[config.mk]
export PLATFORM = sky130hd
export DESIGN_NAME = nasti_stream_arbiter
export DESIGN_NICKNAME = d
export VERILOG_FILES = /design/src/rtl/nasti_stream_pkg.sv /design/src/rtl/nasti_stream_buf.sv /design/src/rtl/nasti_stream_arbiter.sv
export SDC_FILE = /design/constraint.sdc
export NUM_CORES = 1
export LEC_CHECK = 0
export CAP_MARGIN = 20
export CORE_AREA = 2 2 169 171
export CTS_CLUSTER_SIZE = 8
export DETAILED_ROUTE_END_ITERATION = 16
export DIE_AREA = 0 0 171 173
export DONT_BUFFER_PORTS = 1
export GPL_TIMING_DRIVEN = 0
export MAX_ROUTING_LAYER = met4
export SETUP_SLACK_MARGIN = 0.4
export SLEW_MARGIN = 25
export SYNTH_ARGS = -nofsm -noshare
export SYNTH_HDL_FRONTEND = slang
export SYNTH_HIERARCHICAL = 1
export SYNTH_SLANG_ARGS = --single-unit
[constraint.sdc]
create_clock -name aclk -period 7.8 [get_ports aclk]
set_clock_uncertainty 0.1 [all_clocks]
set_input_delay 1.56 -clock aclk [delete_from_list [all_inputs] [get_ports aclk]]
set_output_delay 1.56 -clock aclk [all_outputs]
set_load 0.03 [all_outputs]
[src/rtl/nasti_stream_pkg.sv]
// nasti_stream_pkg
//   Shared types and helpers for the NASTI-stream arbiter slice.
//   - arb_state_t : arbiter lock state (IDLE / LOCKED)
//   - pick_t      : result of a round-robin search (found flag + index)
//   - rr_pick()   : round-robin winner search starting after the last grant
//   - idx_width() : index width for an N-entry select, never below 1
package nasti_stream_pkg;

  // Widest request vector rr_pick() can search.
  localparam int unsigned MAX_PORT = 32;

  typedef enum logic {
    IDLE   = 1'b0,
    LOCKED = 1'b1
  } arb_state_t;

  typedef struct packed {
    logic        found;
    logic [31:0] idx;
  } pick_t;

  function automatic int unsigned idx_width(input int unsigned n);
    return (n > 1) ? $clog2(n) : 1;
  endfunction

  // Searches req[last+1], req[last+2], ... with wrap at n and returns the
  // first requester. last must be below n; n must not exceed MAX_PORT.
  function automatic pick_t rr_pick(input logic [MAX_PORT-1:0] req,
                                    input int unsigned         last,
                                    input int unsigned         n);
    pick_t       r;
    int unsigned i;
    r.found = 1'b0;
    r.idx   = '0;
    for (int unsigned off = 1; off <= MAX_PORT; off++) begin
      if (off <= n) begin
        i = last + off;
        if (i >= n) begin
          i = i - n;
        end
        if (!r.found && req[i]) begin
          r.found = 1'b1;
          r.idx   = i;
        end
      end
    end
    return r;
  endfunction

endpackage

[src/rtl/nasti_stream_buf.sv]
// nasti_stream_buf
//   Small registered FIFO used as the arbiter output stage.
//   Both in_ready and out_valid are decoded from the registered fill level,
//   so a pop in the same cycle never frees a slot for a push on a full buffer.
// Ports
//   aclk, aresetn        : clock, asynchronous active-low reset (empties FIFO)
//   in_valid/in_ready    : write side handshake, in_data payload
//   out_valid/out_ready  : read side handshake, out_data payload (head entry)
module nasti_stream_buf #(
  parameter  int unsigned WIDTH    = 8,
  parameter  int unsigned BUF_SIZE = 2,
  localparam int unsigned PTR_W    = (BUF_SIZE > 1) ? $clog2(BUF_SIZE) : 1,
  localparam int unsigned CNT_W    = $clog2(BUF_SIZE + 1)
) (
  input  logic             aclk,
  input  logic             aresetn,
  input  logic             in_valid,
  output logic             in_ready,
  input  logic [WIDTH-1:0] in_data,
  output logic             out_valid,
  input  logic             out_ready,
  output logic [WIDTH-1:0] out_data
);

  logic [WIDTH-1:0] mem [BUF_SIZE];
  logic [PTR_W-1:0] wr_ptr;
  logic [PTR_W-1:0] rd_ptr;
  logic [CNT_W-1:0] count;
  logic             push;
  logic             pop;

  function automatic logic [PTR_W-1:0] next_ptr(input logic [PTR_W-1:0] p);
    return (p == PTR_W'(BUF_SIZE - 1)) ? '0 : p + 1'b1;
  endfunction

  assign in_ready  = (count != CNT_W'(BUF_SIZE));
  assign out_valid = (count != '0);
  assign push      = in_valid && in_ready;
  assign pop       = out_valid && out_ready;
  assign out_data  = mem[rd_ptr];

  always_ff @(posedge aclk or negedge aresetn) begin
    if (!aresetn) begin
      wr_ptr <= '0;
      rd_ptr <= '0;
      count  <= '0;
    end else begin
      if (push) begin
        wr_ptr <= next_ptr(wr_ptr);
      end
      if (pop) begin
        rd_ptr <= next_ptr(rd_ptr);
      end
      case ({push, pop})
        2'b10:   count <= count + 1'b1;
        2'b01:   count <= count - 1'b1;
        default: count <= count;
      endcase
    end
  end

  // Payload storage carries no reset; validity is tracked by count alone.
  always_ff @(posedge aclk) begin
    if (push) begin
      mem[wr_ptr] <= in_data;
    end
  end

endmodule

[src/rtl/nasti_stream_arbiter.sv]
// nasti_stream_arbiter
//   Packet-granular round-robin merge of N_PORT NASTI-stream sources onto a
//   single destination. A grant is held from the first beat of a packet until
//   its t_last beat is accepted, so packets never interleave. With TAG_ID=1
//   the granted port index replaces t_id on the output.
// Ports
//   aclk, areset          : clock, asynchronous active-high reset
//   src_t_*  [N_PORT]     : source stream channels (valid/ready/payload)
//   dest_t_*              : merged stream, driven from a 2-entry buffer
//   grant_idx             : current or most recently granted port
//   locked                : high while a multi-beat packet is in progress
module nasti_stream_arbiter
  import nasti_stream_pkg::*;
#(
  parameter  int unsigned N_PORT     = 4,
  parameter  int unsigned ID_WIDTH   = 2,
  parameter  int unsigned DEST_WIDTH = 1,
  parameter  int unsigned USER_WIDTH = 1,
  parameter  int unsigned DATA_WIDTH = 64,
  parameter  int unsigned TAG_ID     = 1,
  localparam int unsigned IDX_W      = (N_PORT > 1) ? $clog2(N_PORT) : 1,
  localparam int unsigned STRB_WIDTH = DATA_WIDTH / 8
) (
  input  logic                                   aclk,
  input  logic                                   areset,

  input  logic [N_PORT-1:0]                      src_t_valid,
  output logic [N_PORT-1:0]                      src_t_ready,
  input  logic [N_PORT-1:0][DATA_WIDTH-1:0]      src_t_data,
  input  logic [N_PORT-1:0][STRB_WIDTH-1:0]      src_t_strb,
  input  logic [N_PORT-1:0][STRB_WIDTH-1:0]      src_t_keep,
  input  logic [N_PORT-1:0]                      src_t_last,
  input  logic [N_PORT-1:0][ID_WIDTH-1:0]        src_t_id,
  input  logic [N_PORT-1:0][DEST_WIDTH-1:0]      src_t_dest,
  input  logic [N_PORT-1:0][USER_WIDTH-1:0]      src_t_user,

  output logic                                   dest_t_valid,
  input  logic                                   dest_t_ready,
  output logic [DATA_WIDTH-1:0]                  dest_t_data,
  output logic [STRB_WIDTH-1:0]                  dest_t_strb,
  output logic [STRB_WIDTH-1:0]                  dest_t_keep,
  output logic                                   dest_t_last,
  output logic [ID_WIDTH-1:0]                    dest_t_id,
  output logic [DEST_WIDTH-1:0]                  dest_t_dest,
  output logic [USER_WIDTH-1:0]                  dest_t_user,

  output logic [IDX_W-1:0]                       grant_idx,
  output logic                                   locked
);

  localparam int unsigned BEAT_W = DATA_WIDTH + 2 * STRB_WIDTH + 1 +
                                   ID_WIDTH + DEST_WIDTH + USER_WIDTH;

  arb_state_t        state;
  logic [IDX_W-1:0]  last_grant;
  logic [IDX_W-1:0]  sel;
  pick_t             pick;
  logic              grantable;
  logic              buf_ready;
  logic              buf_aresetn;
  logic              accept;
  logic              sel_last;
  logic [ID_WIDTH-1:0] beat_id;
  logic [BEAT_W-1:0] in_beat;
  logic [BEAT_W-1:0] out_beat;

  // Port selection: the held grant while locked, otherwise the round-robin
  // winner of this cycle. Ready is steered only to the selected port and is
  // forced low while reset is asserted.
  always_comb begin
    pick        = rr_pick(MAX_PORT'(src_t_valid), 32'(last_grant), N_PORT);
    sel         = grant_idx;
    grantable   = 1'b1;
    if (state == IDLE) begin
      sel       = IDX_W'(pick.idx);
      grantable = pick.found;
    end
    src_t_ready = '0;
    if (grantable && buf_ready && !areset) begin
      src_t_ready[sel] = 1'b1;
    end
    accept   = src_t_valid[sel] && src_t_ready[sel];
    sel_last = src_t_last[sel];
    beat_id  = (TAG_ID != 0) ? ID_WIDTH'(sel) : src_t_id[sel];
    in_beat  = {src_t_data[sel], src_t_strb[sel], src_t_keep[sel], sel_last,
                beat_id, src_t_dest[sel], src_t_user[sel]};
  end

  // A single-beat packet (t_last on the first beat) never enters LOCKED.
  always_ff @(posedge aclk or posedge areset) begin
    if (areset) begin
      state      <= IDLE;
      last_grant <= IDX_W'(N_PORT - 1);
      grant_idx  <= '0;
      locked     <= 1'b0;
    end else if (accept) begin
      last_grant <= sel;
      grant_idx  <= sel;
      if (sel_last) begin
        state  <= IDLE;
        locked <= 1'b0;
      end else begin
        state  <= LOCKED;
        locked <= 1'b1;
      end
    end
  end

  assign buf_aresetn = ~areset;

  nasti_stream_buf #(
    .WIDTH    (BEAT_W),
    .BUF_SIZE (2)
  ) u_buf (
    .aclk      (aclk),
    .aresetn   (buf_aresetn),
    .in_valid  (accept),
    .in_ready  (buf_ready),
    .in_data   (in_beat),
    .out_valid (dest_t_valid),
    .out_ready (dest_t_ready),
    .out_data  (out_beat)
  );

  assign {dest_t_data, dest_t_strb, dest_t_keep, dest_t_last,
          dest_t_id, dest_t_dest, dest_t_user} = out_beat;

endmodule
======== Yosys cells after proc, flatten, opt, wreduce, memory -nomap -nowiden ========
Memories as Yosys holds them, arrays and structs flattened.
Cells that the tools add are included.
cells by class
  reduce and logical (&&, ||, !) cells .... 15
  $add $sub $neg .......................... 12
  multiplexer cells ....................... 43
  equality and inequality tests ........... 3
  magnitude comparators ................... 10
operators by type and width
  cell                 count
  $mux 33              4
  $bmux 64 s2          1
  $lt 32x6->1 const B  4
  $mux 32              4
  $mux 64              1
  $bmux 8 s2           2
  $bmux 1 s5           4
  $mux 1               16
  $mux 8               2
  $sub 3x3->4 const B  3
  $bmux 1 s2           5
  $ge 3x3->1 const B   3
  $logic_and 1x1->1    9
  $add 2x2->3 const B  2
  $sub 4x3->5 const B  1
  $add 2x3->4 const B  1
  $ge 4x3->1 const B   1
  $logic_not 1->1      4
  $mux 4               1
  $pmux 2 s2           1
  $reduce_bool 2->1    2
  $add 2x1->3 const B  1
  $lt 2x3->1 const B   1
  $add 1x1->1 const B  2
  8 further kinds      8
storage, ports and cells
  memories ................................ 1
  bits of input ports ..................... 347
  memory bits (writable) .................. 170
  word-level logic and storage cells ...... 90
  register bits after elaboration ......... 9
  output and inout bits ................... 93
memories
  memory     words  bits a word  read ports  clocked after memory_dff  write ports  line                    source
  u_buf.mem  2      85           1           0                         1            nasti_stream_buf.sv:25  logic [WIDTH-1:0] mem [BUF_SIZE];

======== Depth between registers and ports, before layout ========
  word-level depth ........................ 27
  depth in mapped cells ................... 16
  depth with buffers taken out ............ 14

======== Modules after synthesis ========
The synthesis kept the hierarchy.
by module, submodules not included
  module                sequential area each (um^2)  times used  area an instance (um^2)  cells each
  nasti_stream_buf      5,205.0                      1           6,533.8                  282
  nasti_stream_arbiter  127.6                        1           3,225.6                  626

======== Worst setup path after synthesis ========
OpenSTA, ideal clock, no wires.
  path type ............................... in2reg
  start ................................... input src_t_valid[1]
  end ..................................... memory u_buf/mem[0][0] (netlist name), enable pin
  data arrival time ....................... 7.039 ns
  setup time .............................. 0.529 ns
  path buffers ............................ 0
  required time ........................... 7.171 ns
  stages on the path ...................... 9
  slack ................................... 0.131 ns
  path through ............................ mux2_4 > o2bb2ai_1 > or4_1 > a31oi_4 > inv_2 > or2_1 > o22ai_4 > nand2_1 > nor2_1
between the ends
  cells in the longest elaborated chain, start to end .. 24
  elaborated cells on any way between the ends .. 36
  classes of those cells .................. 2 x order compare; 23 x mux; 11 x reduce/logical
RTL lines
  element                           line                        source
  from (decl)                       nasti_stream_arbiter.sv:27  input logic [N_PORT-1:0] src_t_valid,
  $bmux 1 s5                        nasti_stream_pkg.sv:41      if (!r.found && req[i]) begin
  $mux 1 (not written as such)      nasti_stream_pkg.sv:41
  $mux 33                           nasti_stream_pkg.sv:41
  $logic_not 1->1                   nasti_stream_pkg.sv:41
  $logic_and 1x1->1                 nasti_stream_pkg.sv:41
  $mux 33                           nasti_stream_pkg.sv:41
  $logic_not 1->1                   nasti_stream_pkg.sv:41
  $logic_and 1x1->1                 nasti_stream_pkg.sv:41
  [... 9 more ...]                  --
  $mux 4                            nasti_stream_arbiter.sv:79  if (grantable && buf_ready && !areset) begin
  $bmux 1 s2                        nasti_stream_arbiter.sv:82  accept = src_t_valid[sel] && src_t_ready[sel];
  $mux 1 (not written as such)      nasti_stream_arbiter.sv:82
  $logic_and 1x1->1 (*)             nasti_stream_arbiter.sv:82
  via accept                        nasti_stream_arbiter.sv:61  logic accept;
  $logic_and 1x1->1 (*)             nasti_stream_buf.sv:38      assign push = in_valid && in_ready;
  $mux 1 (*)                        nasti_stream_buf.sv:64      if (push) begin
  $mux 1 (not written as such) (*)  nasti_stream_buf.sv:65      mem[wr_ptr] <= in_data;
  to (decl)                         nasti_stream_buf.sv:25
Mark *: on every way through the listed nets, which the timed path passes. The rest lies on a longest branch. The select of a mux whose other input is x is not followed.

======== Worst setup path in the final report ========
  start ................................... register last_grant[0]
  end ..................................... output src_t_ready[0]
between the ends
  cells in the longest elaborated chain, start to end .. 21
  elaborated cells on any way between the ends .. 44
  classes of those cells .................. 8 x add/sub; 6 x order compare; 21 x mux; 9 x reduce/logical
RTL lines
  element                                                                line                                            source
  from (decl)                                                            nasti_stream_arbiter.sv:55                      logic [IDX_W-1:0] last_grant;
  from (signal assigned)                                                 nasti_stream_arbiter.sv:93                      last_grant <= IDX_W'(N_PORT - 1);
  from (signal assigned)                                                 nasti_stream_arbiter.sv:97                      last_grant <= sel;
  $add 2x1->3                                                            nasti_stream_pkg.sv:37                          i = last + off;
  $sub 3x3->4 / $ge 3x3->1 (equally long branches)                       nasti_stream_pkg.sv:39, nasti_stream_pkg.sv:38
  $mux 32                                                                nasti_stream_pkg.sv:38                          if (i >= n) begin
  $bmux 1 s5                                                             nasti_stream_pkg.sv:41
  $mux 1 (not written as such)                                           nasti_stream_pkg.sv:41
  $mux 33                                                                nasti_stream_pkg.sv:41
  $logic_not 1->1                                                        nasti_stream_pkg.sv:41
  $logic_and 1x1->1                                                      nasti_stream_pkg.sv:41
  [... 6 more ...]                                                       --
  $mux 33 (*)                                                            nasti_stream_pkg.sv:41
  $mux 2 (*)                                                             nasti_stream_arbiter.sv:74                      if (state == IDLE) begin
  via beat_id[0]                                                         nasti_stream_arbiter.sv:63                      logic [ID_WIDTH-1:0] beat_id;
  $lt 2x3->1 (not written as such) / $ge 2x1->1 (equally long branches)  nasti_stream_arbiter.sv:80                      src_t_ready[sel] = 1'b1;
  $logic_and 1x1->1 (not written as such)                                nasti_stream_arbiter.sv:80
  $mux 1 (not written as such)                                           nasti_stream_arbiter.sv:80
  $demux 1 s2 (*)                                                        nasti_stream_arbiter.sv:80
  $mux 4 (*)                                                             nasti_stream_arbiter.sv:79
  to (decl)                                                              nasti_stream_arbiter.sv:28                      output logic [N_PORT-1:0] src_t_ready,
Marked as above.

==> impl_metrics.env <==
export IMPL_outcome="finished clean"
export IMPL_cp_max_fo=11
export IMPL_rrSetupSlack_ps=3070
export IMPL_grt_max_degree=34
export IMPL_place_inst=1292
export IMPL_critical_path_class="flop to primary output"
export IMPL_cap_viol_max_count=0
export IMPL_cts_inserted_buffers=17
export IMPL_die_x_um=171
export IMPL_nNetsFinal=1286
export IMPL_rsz0062_at_grt="false"
export IMPL_yosysTopAreaCell="edfxtp_1"
export IMPL_synthCells=908
export IMPL_clockBufferDepth=2
export IMPL_io_pin_count=440
export IMPL_finalHoldViolCount=0
export IMPL_n_antenna_cell=0
export IMPL_clock_latency_ps=430
export IMPL_hold_path_startpoint="u_buf/count[1]"
export IMPL_place_area_um2=10400
export IMPL_clock_root_buffer="clkbuf_16"
export IMPL_dieArea_um2=29600
export IMPL_cts_tree="built"
export IMPL_grt_pass1_wl_um=42700
export IMPL_drc=0
export IMPL_vias=7257
export IMPL_synth_seq_cells=179
export IMPL_reg2reg_from="last_grant[0]"
export IMPL_syn_area_per_cell_um2=10.7
export IMPL_overflow=0
export IMPL_synth_ff_type="edfxtp_1"
export IMPL_hpwl_um=22800
export IMPL_worst_slew_pin_slew_ps=947
export IMPL_rows=61
export IMPL_grt_usage_pct=20.2
export IMPL_finish_utilization_pct=39.6
export IMPL_multi_input_area_um2=4010
export IMPL_htree_levels=4
export IMPL_worstPathArrival_ps=4240
export IMPL_ys_warn_count=6
export IMPL_synthTopCellsByArea="edfxtp_1 (52%), nand2_1 (13%), mux2_4 (6.3%), a31oi_1 (5.4%), and3_1 (5.4%)"
export IMPL_area_growth_pct=12.2
export IMPL_synth_nets=1261
export IMPL_end_kind="primary output"
export IMPL_totalWireLength_um=30400
export IMPL_antenna_found_initial=1
export IMPL_regArea_um2=5330
export IMPL_cts_resized=0
export IMPL_hold_path_end="u_buf/count[1]"
export IMPL_place_congestion=0.848
export IMPL_cts_sinks=179
export IMPL_num_fill_cells=2743
export IMPL_max_slew_margin_pct=36.4
export IMPL_start_util_pct=35.3
export IMPL_min_path_type="flop to flop"
export IMPL_coreArea_um2=27600
export IMPL_post_route_period_util_pct=75.6
export IMPL_layout_common_cells="nand2_1 (336), edfxtp_1 (170), a31oi_1 (84), and3_1 (83), mux2_2 (46)"
export IMPL_viasPerCell=5.48
export IMPL_wl_per_cell_um=22.9
export IMPL_fin_area_um2=11000
export IMPL_io_buffers=0
export IMPL_drv_slew=0
export IMPL_hold_depth=1
export IMPL_die_height_um=173
export IMPL_synth_top_cell_area_share_pct=52.3
export IMPL_ant_nets=0
export IMPL_drt_pass1_iterations=5
export IMPL_finalCriticalPeriod_ps=5900
export IMPL_grt_pass1_vias=6875
export IMPL_critPathLaunchType="flop"
export IMPL_drtIter0Drc=512
export IMPL_synthesis_area_um2=9760
export IMPL_max_freq_mhz=170
export IMPL_instances_no_fill=1324
export IMPL_crit_required_ps=6140
export IMPL_r2r_end="u_buf/mem[0][76]"
export IMPL_synth_sequential_area_ratio_pct=54.6
export IMPL_async_flop_share_pct=5.03
export IMPL_drive_gt1_share_pct=19.0
export IMPL_synth_edf_count=170
export IMPL_final_common_cell="nand2_1"
export IMPL_setup_viol=0
export IMPL_reg2reg_depth=14
export IMPL_cts_clk_slew_worst_paths_ps=80
export IMPL_cts_hold_repair_buffers=0
export IMPL_synth_cell_types=50
export IMPL_cts_setup_buffers=0
kinds of logic after synthesis:
kind of cell               count (synthesis)  share of synthesized area (%)
and+or+nand+nor                          444                           19.7
DFF                                      179                           54.6
AOI/OAI and AO/OA                        103                           7.28
muxes                                     97                           12.8
buffers and inverters                     74                           4.36
adders and majority gates                  6                          0.769
xor gates and xnor gates                   5                          0.449
layout make-up:
class	count	share of cell area [%]
clock buffers	17	3.88
clock inverters	15	1.23
multi-input cells	655	36.7
well taps	378	4.32
inverters	8	0.274
flip-flops and latches	179	48.7
repair buffers	6	1.30
plain buffers	66	3.63
worst max path at each step:
| stage | cells after the start | slack, ps | from | to |
|---|---|---|---|---|
| after detailed placement | 10 | 1910 | src_t_valid[1] | src_t_ready[0] |
| after floorplan | 9 | 1560 | src_t_valid[1] | u_buf/mem[0][0] |
| after CTS | 12 | 1860 | last_grant[0] | src_t_ready[0] |
| after global placement | 9 | -190 | src_t_valid[1] | u_buf/mem[0][58] |
| final | 12 | 1900 | last_grant[0] | src_t_ready[0] |
| after global routing | 12 | 1630 | last_grant[0] | src_t_ready[0] |
Yosys cell counts, types with 2 or more instances:
cell type  instances
o21ai_0            3
nor2_1             8
xor2_1             2
and3_1            84
inv_2              2
or2_1              3
buf_6              3
mux2i_1            7
xnor2_1            3
inv_1              6
clkbuf_1          25
edfxtp_1         170
ha_1               6
mux2_2            46
a31oi_1           84
nor3b_1            3
dfrtp_1            7
mux2_1             2
nand2_1          336
buf_2             30
mux2_4            41
dfstp_2            2
nor2b_1            2
a211oi_1           2
buf_12             4
buf_4              3
registers in the layout (all words and copies together), names as in the netlist:
name	flops
u_buf/rd_ptr	1
last_grant	2
u_buf/mem	170
u_buf/wr_ptr	1
grant_idx	2
locked	1
u_buf/count	2
metal layers:
layer	up-vias	GRT usage, %	routed length (um)
li1	3301	-	-
met1	3544	24.8	12700
met5	-	-	0
met2	372	34.0	15100
met3	40	3.69	1900
met4	0	5.65	636
through the flow:
step	hold slack, ps	setup TNS [ps]	setup slack (ps)
after floorplan	356	0	1560
after global placement	374	-15310	-190
after detailed placement	376	0	1910
after CTS	392	0	1860
after global routing	417	0	1630
final	390	0	1900
worst max-delay path, stage by stage (launching register included):
cell,delay [ps]
dfstp_2,610
buf_4,190
inv_1,110
ha_1,350
nor3b_1,550
or2_1,220
o41a_1,170
and3_1,160
buf_6,180
inv_2,120
buf_6,200
buf_2,210
nor3_1,740
Power is not shown: default switching activity piles up to over one toggle a cycle in this logic, so the estimate is an artifact.
